File: src/rtl/ex_div_pkg.sv
// ex_div_pkg -- shared definitions for the EX-stage divider.
//   div_state_e : divider FSM state encodings (free, divide-by-zero, running, done)
//   READY/NOT_READY, START/STOP : handshake levels used on ready_o and start_i
package ex_div_pkg;

  typedef enum logic [1:0] {
    DIV_FREE   = 2'b00,
    DIV_BYZERO = 2'b01,
    DIV_ON     = 2'b10,
    DIV_END    = 2'b11
  } div_state_e;

  localparam logic READY     = 1'b1;
  localparam logic NOT_READY = 1'b0;
  localparam logic START     = 1'b1;
  localparam logic STOP      = 1'b0;

endpackage

File: src/rtl/ex_div.sv
// ex_div -- multi-cycle radix-2 restoring divider for the EX stage (DIV/DIVU).
// Ports:
//   clk           : clock, all state updates on the rising edge
//   rst           : asynchronous active-low reset
//   signed_div_i  : 1 = signed divide, 0 = unsigned; sampled with start_i
//   opdata1_i     : dividend, sampled with start_i
//   opdata2_i     : divisor, sampled with start_i
//   start_i       : request, held high until the result is consumed
//   annul_i       : abort an in-flight divide (flush/exception)
//   result_o      : {remainder, quotient}, registered
//   ready_o       : result_o valid, registered
// The EX stage stalls while start_i=1 and ready_o=0.
module ex_div
  import ex_div_pkg::*;
#(
  parameter int DATA_W = 32
) (
  input  logic                  clk,
  input  logic                  rst,
  input  logic                  signed_div_i,
  input  logic [DATA_W-1:0]     opdata1_i,
  input  logic [DATA_W-1:0]     opdata2_i,
  input  logic                  start_i,
  input  logic                  annul_i,
  output logic [2*DATA_W-1:0]   result_o,
  output logic                  ready_o
);

  localparam int CNT_W = (DATA_W > 1) ? $clog2(DATA_W) : 1;
  localparam logic [CNT_W-1:0] CNT_LAST = CNT_W'(DATA_W - 1);

  div_state_e              state_q, state_d;
  logic [CNT_W-1:0]        cnt_q, cnt_d;
  logic [DATA_W-1:0]       dsor_q, dsor_d;     // divisor magnitude
  logic [DATA_W-1:0]       quo_q, quo_d;       // dividend magnitude shifting out, quotient shifting in
  logic [DATA_W-1:0]       rem_q, rem_d;       // partial remainder
  logic                    neg_quo_q, neg_quo_d;
  logic                    neg_rem_q, neg_rem_d;
  logic                    ready_q, ready_d;
  logic [2*DATA_W-1:0]     result_q, result_d;

  // One extra bit so the shifted remainder (< 2*divisor) never overflows.
  logic [DATA_W:0]         rem_shift;
  logic [DATA_W:0]         rem_diff;

  // Magnitude of an operand; the most negative value maps onto its unsigned
  // bit pattern, which is exactly the magnitude needed.
  function automatic logic [DATA_W-1:0] mag(input logic [DATA_W-1:0] v,
                                            input logic              is_signed);
    logic signed [DATA_W-1:0] sv;
    sv = v;
    if (is_signed && (sv < 0)) return -sv;
    return v;
  endfunction

  function automatic logic [DATA_W-1:0] apply_sign(input logic [DATA_W-1:0] v,
                                                   input logic              neg);
    return neg ? -v : v;
  endfunction

  assign rem_shift = {rem_q, quo_q[DATA_W-1]};
  assign rem_diff  = rem_shift - {1'b0, dsor_q};

  always_comb begin
    state_d   = state_q;
    cnt_d     = cnt_q;
    dsor_d    = dsor_q;
    quo_d     = quo_q;
    rem_d     = rem_q;
    neg_quo_d = neg_quo_q;
    neg_rem_d = neg_rem_q;
    ready_d   = NOT_READY;
    result_d  = '0;

    case (state_q)
      DIV_FREE: begin
        if ((start_i == START) && !annul_i) begin
          dsor_d    = mag(opdata2_i, signed_div_i);
          rem_d     = '0;
          cnt_d     = '0;
          neg_quo_d = signed_div_i & (opdata1_i[DATA_W-1] ^ opdata2_i[DATA_W-1]);
          neg_rem_d = signed_div_i & opdata1_i[DATA_W-1];
          if (opdata2_i == '0) begin
            // Zeroed quotient/remainder make the END result 0 for free.
            quo_d   = '0;
            state_d = DIV_BYZERO;
          end else begin
            quo_d   = mag(opdata1_i, signed_div_i);
            state_d = DIV_ON;
          end
        end
      end

      DIV_BYZERO: begin
        state_d = annul_i ? DIV_FREE : DIV_END;
      end

      DIV_ON: begin
        if (annul_i) begin
          state_d = DIV_FREE;
        end else begin
          // Negative difference (top bit set) means restore.
          if (!rem_diff[DATA_W]) begin
            rem_d = rem_diff[DATA_W-1:0];
            quo_d = (quo_q << 1) | DATA_W'(1);
          end else begin
            rem_d = rem_shift[DATA_W-1:0];
            quo_d = quo_q << 1;
          end
          cnt_d = cnt_q + CNT_W'(1);
          if (cnt_q == CNT_LAST) state_d = DIV_END;
        end
      end

      DIV_END: begin
        // annul_i is deliberately ignored: the result is already committed.
        if (start_i == START) begin
          ready_d  = READY;
          result_d = {apply_sign(rem_q, neg_rem_q), apply_sign(quo_q, neg_quo_q)};
        end else begin
          state_d = DIV_FREE;
        end
      end

      default: state_d = DIV_FREE;
    endcase
  end

  always_ff @(posedge clk or negedge rst) begin
    if (!rst) begin
      state_q   <= DIV_FREE;
      cnt_q     <= '0;
      dsor_q    <= '0;
      quo_q     <= '0;
      rem_q     <= '0;
      neg_quo_q <= 1'b0;
      neg_rem_q <= 1'b0;
      ready_q   <= NOT_READY;
      result_q  <= '0;
    end else begin
      state_q   <= state_d;
      cnt_q     <= cnt_d;
      dsor_q    <= dsor_d;
      quo_q     <= quo_d;
      rem_q     <= rem_d;
      neg_quo_q <= neg_quo_d;
      neg_rem_q <= neg_rem_d;
      ready_q   <= ready_d;
      result_q  <= result_d;
    end
  end

  assign ready_o  = ready_q;
  assign result_o = result_q;

endmodule
File: config.mk
export PLATFORM = sky130hd
export DESIGN_NAME = ex_div
export DESIGN_NICKNAME = d
export VERILOG_FILES = /design/src/rtl/ex_div_pkg.sv /design/src/rtl/ex_div.sv
export SDC_FILE = /design/constraint.sdc
export NUM_CORES = 1
export LEC_CHECK = 0
export CORE_ASPECT_RATIO = 0.9
export CORE_UTILIZATION = 65
export CTS_CLUSTER_SIZE = 24
export DETAILED_ROUTE_END_ITERATION = 12
export DONT_BUFFER_PORTS = 1
export GPL_TIMING_DRIVEN = 0
export HOLD_SLACK_MARGIN = 0.08
export PLACE_DENSITY = 0.81
export SLEW_MARGIN = 5
export SYNTH_ARGS = -nofsm -noshare
export SYNTH_HDL_FRONTEND = slang
export SYNTH_SLANG_ARGS = --single-unit
File: constraint.sdc
create_clock -name clk -period 3.85 [get_ports clk]
set_clock_uncertainty 0.1 [all_clocks]
set_input_delay 0.77 -clock clk [delete_from_list [all_inputs] [get_ports clk]]
set_output_delay 0.77 -clock clk [all_outputs]
set_load 0.01 [all_outputs]
### Word level (Yosys, flattened, before mapping)

Index checks and enable logic that the tools add are counted.

* eq/ne operators: 8
* add/subtract/negate cells: 6
* $lt $le $gt $ge: 2
* bitwise operators: 3
* multiplexer cells: 36
* reduce and logical (&&, ||, !) cells: 10

Operator list (count)
* $mux 32: 12
* $mux 64: 2
* $neg 32->32: 4
* $pmux 32 s2: 2
* $lt 32x1->1 const B: 2
* $sub 33x32->33: 1
* $logic_not 32->1: 1
* $mux 2: 6
* $mux 1: 10
* $mux 5: 2
* $pmux 5 s2: 1
* $pmux 2 s4: 1
* $ne 2x2->1 const B: 3
* $reduce_and 3->1: 2
* $add 5x1->5 const B: 1
* $eq 5x5->1 const B: 1
* $eq 2x2->1 const B: 2
* $logic_and 1x1->1: 3
* $ne 3x3->1 const B: 1
* $and 1x1->1: 2
* $eq 2x1->1 const B: 1
* $logic_not 2->1: 1
* $reduce_and 2->1: 1
* $reduce_bool 2->1: 1
* other kinds (2): 2

* input port bits: 69
* register bits after elaboration: 170
* output and inout port bits: 65

### Logic depth before layout (Yosys ltp)

Gate-level depths: netlist (run 1).

* depth in word-level cells: 10
* mapped depth: 14
* gate-level depth less buffers: 13

### Worst setup path before layout (run 1)

Ideal clock, no wire load.

* kind: reg2reg
* start: register dsor_q[0]
* end: register rem_q[28]
* stages on the path, launching flop included: 14
* arrival: 3.042 ns
* setup time: 0.130 ns
* period minus slack after synthesis: 3.272 ns
* path buffers: 1
* path slack: 0.578 ns
* cell sequence: dfrtp_1 > ha_1 > fa_1 > nor2b_1 > o31ai_1 > a21oi_1 > o2111ai_1 > a31o_2 > o31a_1 > o21ai_2 > xor2_4 > buf_4 > mux2i_1 > o21ai_1

* cells in the longest elaborated chain, start to end: 4

Ends and longest elaborated chain
* start, declared: line ex_div.sv:34 `logic [DATA_W-1:0] dsor_q, dsor_d;`
* start signal, assigned: line ex_div.sv:143 `dsor_q <= dsor_d;`
* $sub 33x32->33: line ex_div.sv:62 `assign rem_diff = rem_shift - {1'b0, dsor_q};`
* $mux 32: line ex_div.sv:103 `if (!rem_diff[DATA_W]) begin`
* $mux 32: line ex_div.sv:99 `if (annul_i) begin`
* $pmux 32 s2: line ex_div.sv:75 `case (state_q)`
* end signal, assigned: line ex_div.sv:145 `rem_q <= rem_d;`
* end, declared: line ex_div.sv:36 `logic [DATA_W-1:0] rem_q, rem_d;`

Every way passes these cells. The select of a mux whose other input is x is not followed.
A chain may end at the register's enable or synchronous reset.

### Worst setup path in the final report (run 1)

* start: register quo_q[31]
* end: register rem_q[12]

* cells in the longest elaborated chain, start to end: 4

Ends and longest elaborated chain
* start, declared: line ex_div.sv:35 `logic [DATA_W-1:0] quo_q, quo_d;`
* start signal, assigned: line ex_div.sv:144 `quo_q <= quo_d;`
* $sub 33x32->33: line ex_div.sv:62
* $mux 32: line ex_div.sv:103
* $mux 32: line ex_div.sv:99
* $pmux 32 s2: line ex_div.sv:75

Every way passes these cells. The select of a mux whose other input is x is not followed.

==> results of run 1 <==
==> registers in the layout (all words and copies together), names as in the netlist <==
register,count
ready_o,1
cnt_q,5
rem_q,32
result_o,64
state_q,2
neg_rem_q,1
quo_q,32
neg_quo_q,1
dsor_q,32
==> power by group through the flow <==
stage / logic (µW) / clock network [µW] / registers, µW
after floorplan: 4170 / 0 / 2870
after global placement: 5020 / 0 / 3040
after detailed placement: 5140 / 0 / 3080
after CTS: 5260 / 1660 / 3060
after global routing: 6040 / 1750 / 3150
final: 5490 / 1660 / 3080
==> cell families (layout without fill, tap and decap cells) <==
kind of cell	after synthesis	in the layout	synth area share (%)
simple gates	353	353	15.7
compound gates	322	322	18.8
flops	170	170	40.5
xor+xnor	151	151	12.8
buf+inv	108	146	4.05
fa+ha+maj	42	42	5.08
mux	33	33	3.16
other cells	0	1	0
==> per-stage QoR <==
stage,instance area [µm²],power [µW],worst slack (ns),std cells
floorplan,10500,7040,0.578,1179
global placement,10800,8050,0.00218,1381
detailed placement,10800,8220,-0.0293,1381
CTS,11300,9980,0.000219,1415
global route,11400,10900,0.0282,1419
finish,11400,10200,0.185,1420
==> synthesized netlist by cell type, types with 6 or more instances <==
master,n
o21ai_0,137
ha_1,41
a21o_1,11
nand2_1,121
or4_1,10
nor4_1,9
mux2i_1,32
xnor2_1,48
a22oi_1,24
inv_1,56
o21a_1,7
nand2b_1,9
nor2_1,108
a31oi_1,6
dfrtp_1,170
or3_1,13
a21oi_1,54
buf_1,6
o21ai_1,8
nand3_1,25
nor3_1,15
o41ai_1,12
nand4_1,8
xor2_1,102
clkbuf_1,42
o31ai_1,26
==> final timing paths <==
path | startpoint | endpoint | slack [ns] | depth (start not counted)
max in group asynchronous | rst | dsor_q[23]$_DFFE_PN0P_ | 3.43 | 0
min in group clk | dsor_q[7]$_DFFE_PN0P_ | dsor_q[7]$_DFFE_PN0P_ | 0.38 | 2
worst min register to register | dsor_q[7]$_DFFE_PN0P_ | dsor_q[7]$_DFFE_PN0P_ | 0.38 | 2
worst max-delay path | quo_q[31]$_DFFE_PN0P_ | rem_q[12]$_DFFE_PN0P_ | 0.19 | 15
worst min-delay path | rst | result_o[39]$_DFF_PN0_ | -0.09 | 0
worst max register to register | quo_q[31]$_DFFE_PN0P_ | rem_q[12]$_DFFE_PN0P_ | 0.19 | 15
==> worst register-to-register path, stage by stage (launching register included) <==
cell and delay [ns]:
dfrtp_1 0.33, inv_1 0.09, ha_1 0.23, fa_2 0.37
nor2b_2 0.16, o31ai_1 0.14, a21oi_2 0.22, o2111ai_2 0.20
a31o_2 0.28, o31a_1 0.29, o21ai_2 0.23, xor2_4 0.30
buf_8 0.20, buf_4 0.12, mux2i_1 0.16, o21ai_0 0.10
==> routing by layer <==
metal,vias to the layer above,global-route usage (%)
li1,4190,-
met1,4209,49.0
met2,461,51.2
met3,49,8.26
met4,0,10.1
met5,-,0
==> layout make-up <==
cell class                 instances  area [µm²]  area share, %
buffer                            52         219           1.92
timing repair buffer               6        45.0          0.395
sequential                       170        4250           37.3
inverter                          56         210           1.85
clock buffer                      23         478           4.20
clock inverter                     9        90.1          0.791
tap                              202         253           2.22
antenna                            1        2.50         0.0220
multi-input combinational        901        5840           51.3
==> timing repair <==
| action | 4_1_cts | 5_1_grt |
|---|---|---|
| hold endpoints to repair | 170 | 170 |
| gates resized for setup | 0 | 7 |
| setup buffers | 2 | 4 |
| setup endpoints to repair | 11 | 33 |
| pin swaps | 0 | 2 |
==> results.cfg, run 1 <==
[status]
outcome = finished, violations left
failed_checks = negative hold slack

[power]
vdd.ir_drop.worst_uv = 531
power_switching_share_pct = 44.6
share_seq_of_total_power_pct = 30.1
share_clk_of_total_power_pct = 16.2
internal_power_uw = 5660
power.density_cell_area_nw_per_um2 = 898
total_leakage_power_uw = 0.00506
p_comb_share_pct = 53.7
power_switching_uw = 4560

[logic_synthesis]
combined_area_of_all_synthesized_cells_um2 = 10500
syn_avg_cell_area_um2 = 8.91
synth_largest_area_cell = dfrtp_1
netlist_instances = 1179
yosysWarnings = 0
synth_sequential_area_ratio_pct = 40.5
synth.top_cell.area_share_pct = 40.5
synth.area.top_cells = dfrtp_1 41%, xor2_1 8.5%, o21ai_0 6.5%
synth_fp_nets = 1290
postSynthRegisterBits = 170
edff_count_synth = 0
synth_async_sr_flop_share_pct = 100
postSynth.topFlopCell = dfrtp_1
ys_types = 61

[worst_setup_path]
crit_chain = inv_1 > ha_1 > fa_2 > nor2b_2 > o31ai_1 > a21oi_2 > o2111ai_2 > a31o_2 > o31a_1 > o21ai_2 > xor2_4 > buf_8 > buf_4 > mux2i_1 > o21ai_0
cp_slowest_stage_delay_ns = 0.37
start_kind = register
worstPathRequired_ns = 4.04
timing.critical_path.max_delay_family = compound AO/OA/AOI/OAI gates
worst-path-buf-inv = 3
timing.critical_path.arrival_ns = 3.86
critical_path_class = reg2reg
crit_path_max_fanout = 10
kind_of_end_point_of_the_critical_path = register
cpMaxStageDelayCell = fa_2

[clock_network]
clock_tree_from_tritoncts = built
clock_insertion_delay_worst_skew_ns = 0.44
worst_setup_hold_path_clk_slew_ns = 0.07
level_count_of_the_clock_h_tree = 4
cts-buffers-inserted = 17
clk_path_buf_depth = 2
clock_sinks = 170
cts-root-buf = clkbuf_16

[drt]
detailedRoute.firstPassIterationCount = 5
met2RoutedLength_um = 12100
post-route-drc-count = 0
avgViaCountPerCell = 6.27
vias = 8909
drt-met1-wl_um = 12000
dr.max_layer_used = met4
route.met3.wl_um = 2630
drt_first_iter_violations = 945
detail-route-antenna-nets = 0
wirelength_um = 27200
avgRoutedWirePerCell_um = 19.1

[place]
final_wtd_congestion = 0.927
detailed_place_hpwl_um = 19800
place.port_buffers = 0

[timing]
fin_worst_hold_slack_ns = -0.0854
finalSetupViolCount = 0
worst_pin_slew_ns = 0.940
timing.final.hold_violations = 170
rsz0062_at_grt = no
final_max_slew_viols = 0
max_slew_margin_pct = 36.6
finalCritPeriodShare_pct = 95.2
fin_setup_tns_ns = 0
max_freq_mhz = 273
min_period_ns = 3.66

[grt]
grt_remaining_overflow = 0
grt_start_max_net_pins = 171
grt_first_pass_wirelength_um = 43200
first_global_vias = 8499
globalRouteTotalUtil_pct = 34.1
antenna_found_initial = 1

[layout]
most-common-layout-cells = 170 x dfrtp_1, 137 x o21ai_0, 121 x nand2_1
layout_commonest_cell = dfrtp_1
drive_above_1_share_pct = 4.85
fill_cell_total_of_the_finished_layout = 1234
nNetsFinal = 1315
syn_to_layout_area_delta_pct = 8.48
fin_util_pct = 73.0

[floorplan]
die-height_um = 123
initial_utilization_pct = 67.3
placeableCoreArea_um2 = 15600
fp.dieArea_um2 = 16700
fp-row-count = 43
ioPinCount = 134
fp.dieW_um = 136

[hold_path]
hold_class = in2async

[run]
max_cap_viol_count = 0
Power figures use the tool's default switching activity.
==> run 2: changes to the inputs <==
--- a/config.mk
+++ b/config.mk
@@ -13,7 +13,7 @@
 export GPL_TIMING_DRIVEN = 0
 export HOLD_SLACK_MARGIN = 0.08
 export PLACE_DENSITY = 0.81
-export SLEW_MARGIN = 5
+export SLEW_MARGIN = 25
 export SYNTH_ARGS = -nofsm -noshare
 export SYNTH_HDL_FRONTEND = slang
 export SYNTH_SLANG_ARGS = --single-unit
==> results of run 2 <==
The final DEF is identical to that of run 1; final timing and power are the same.
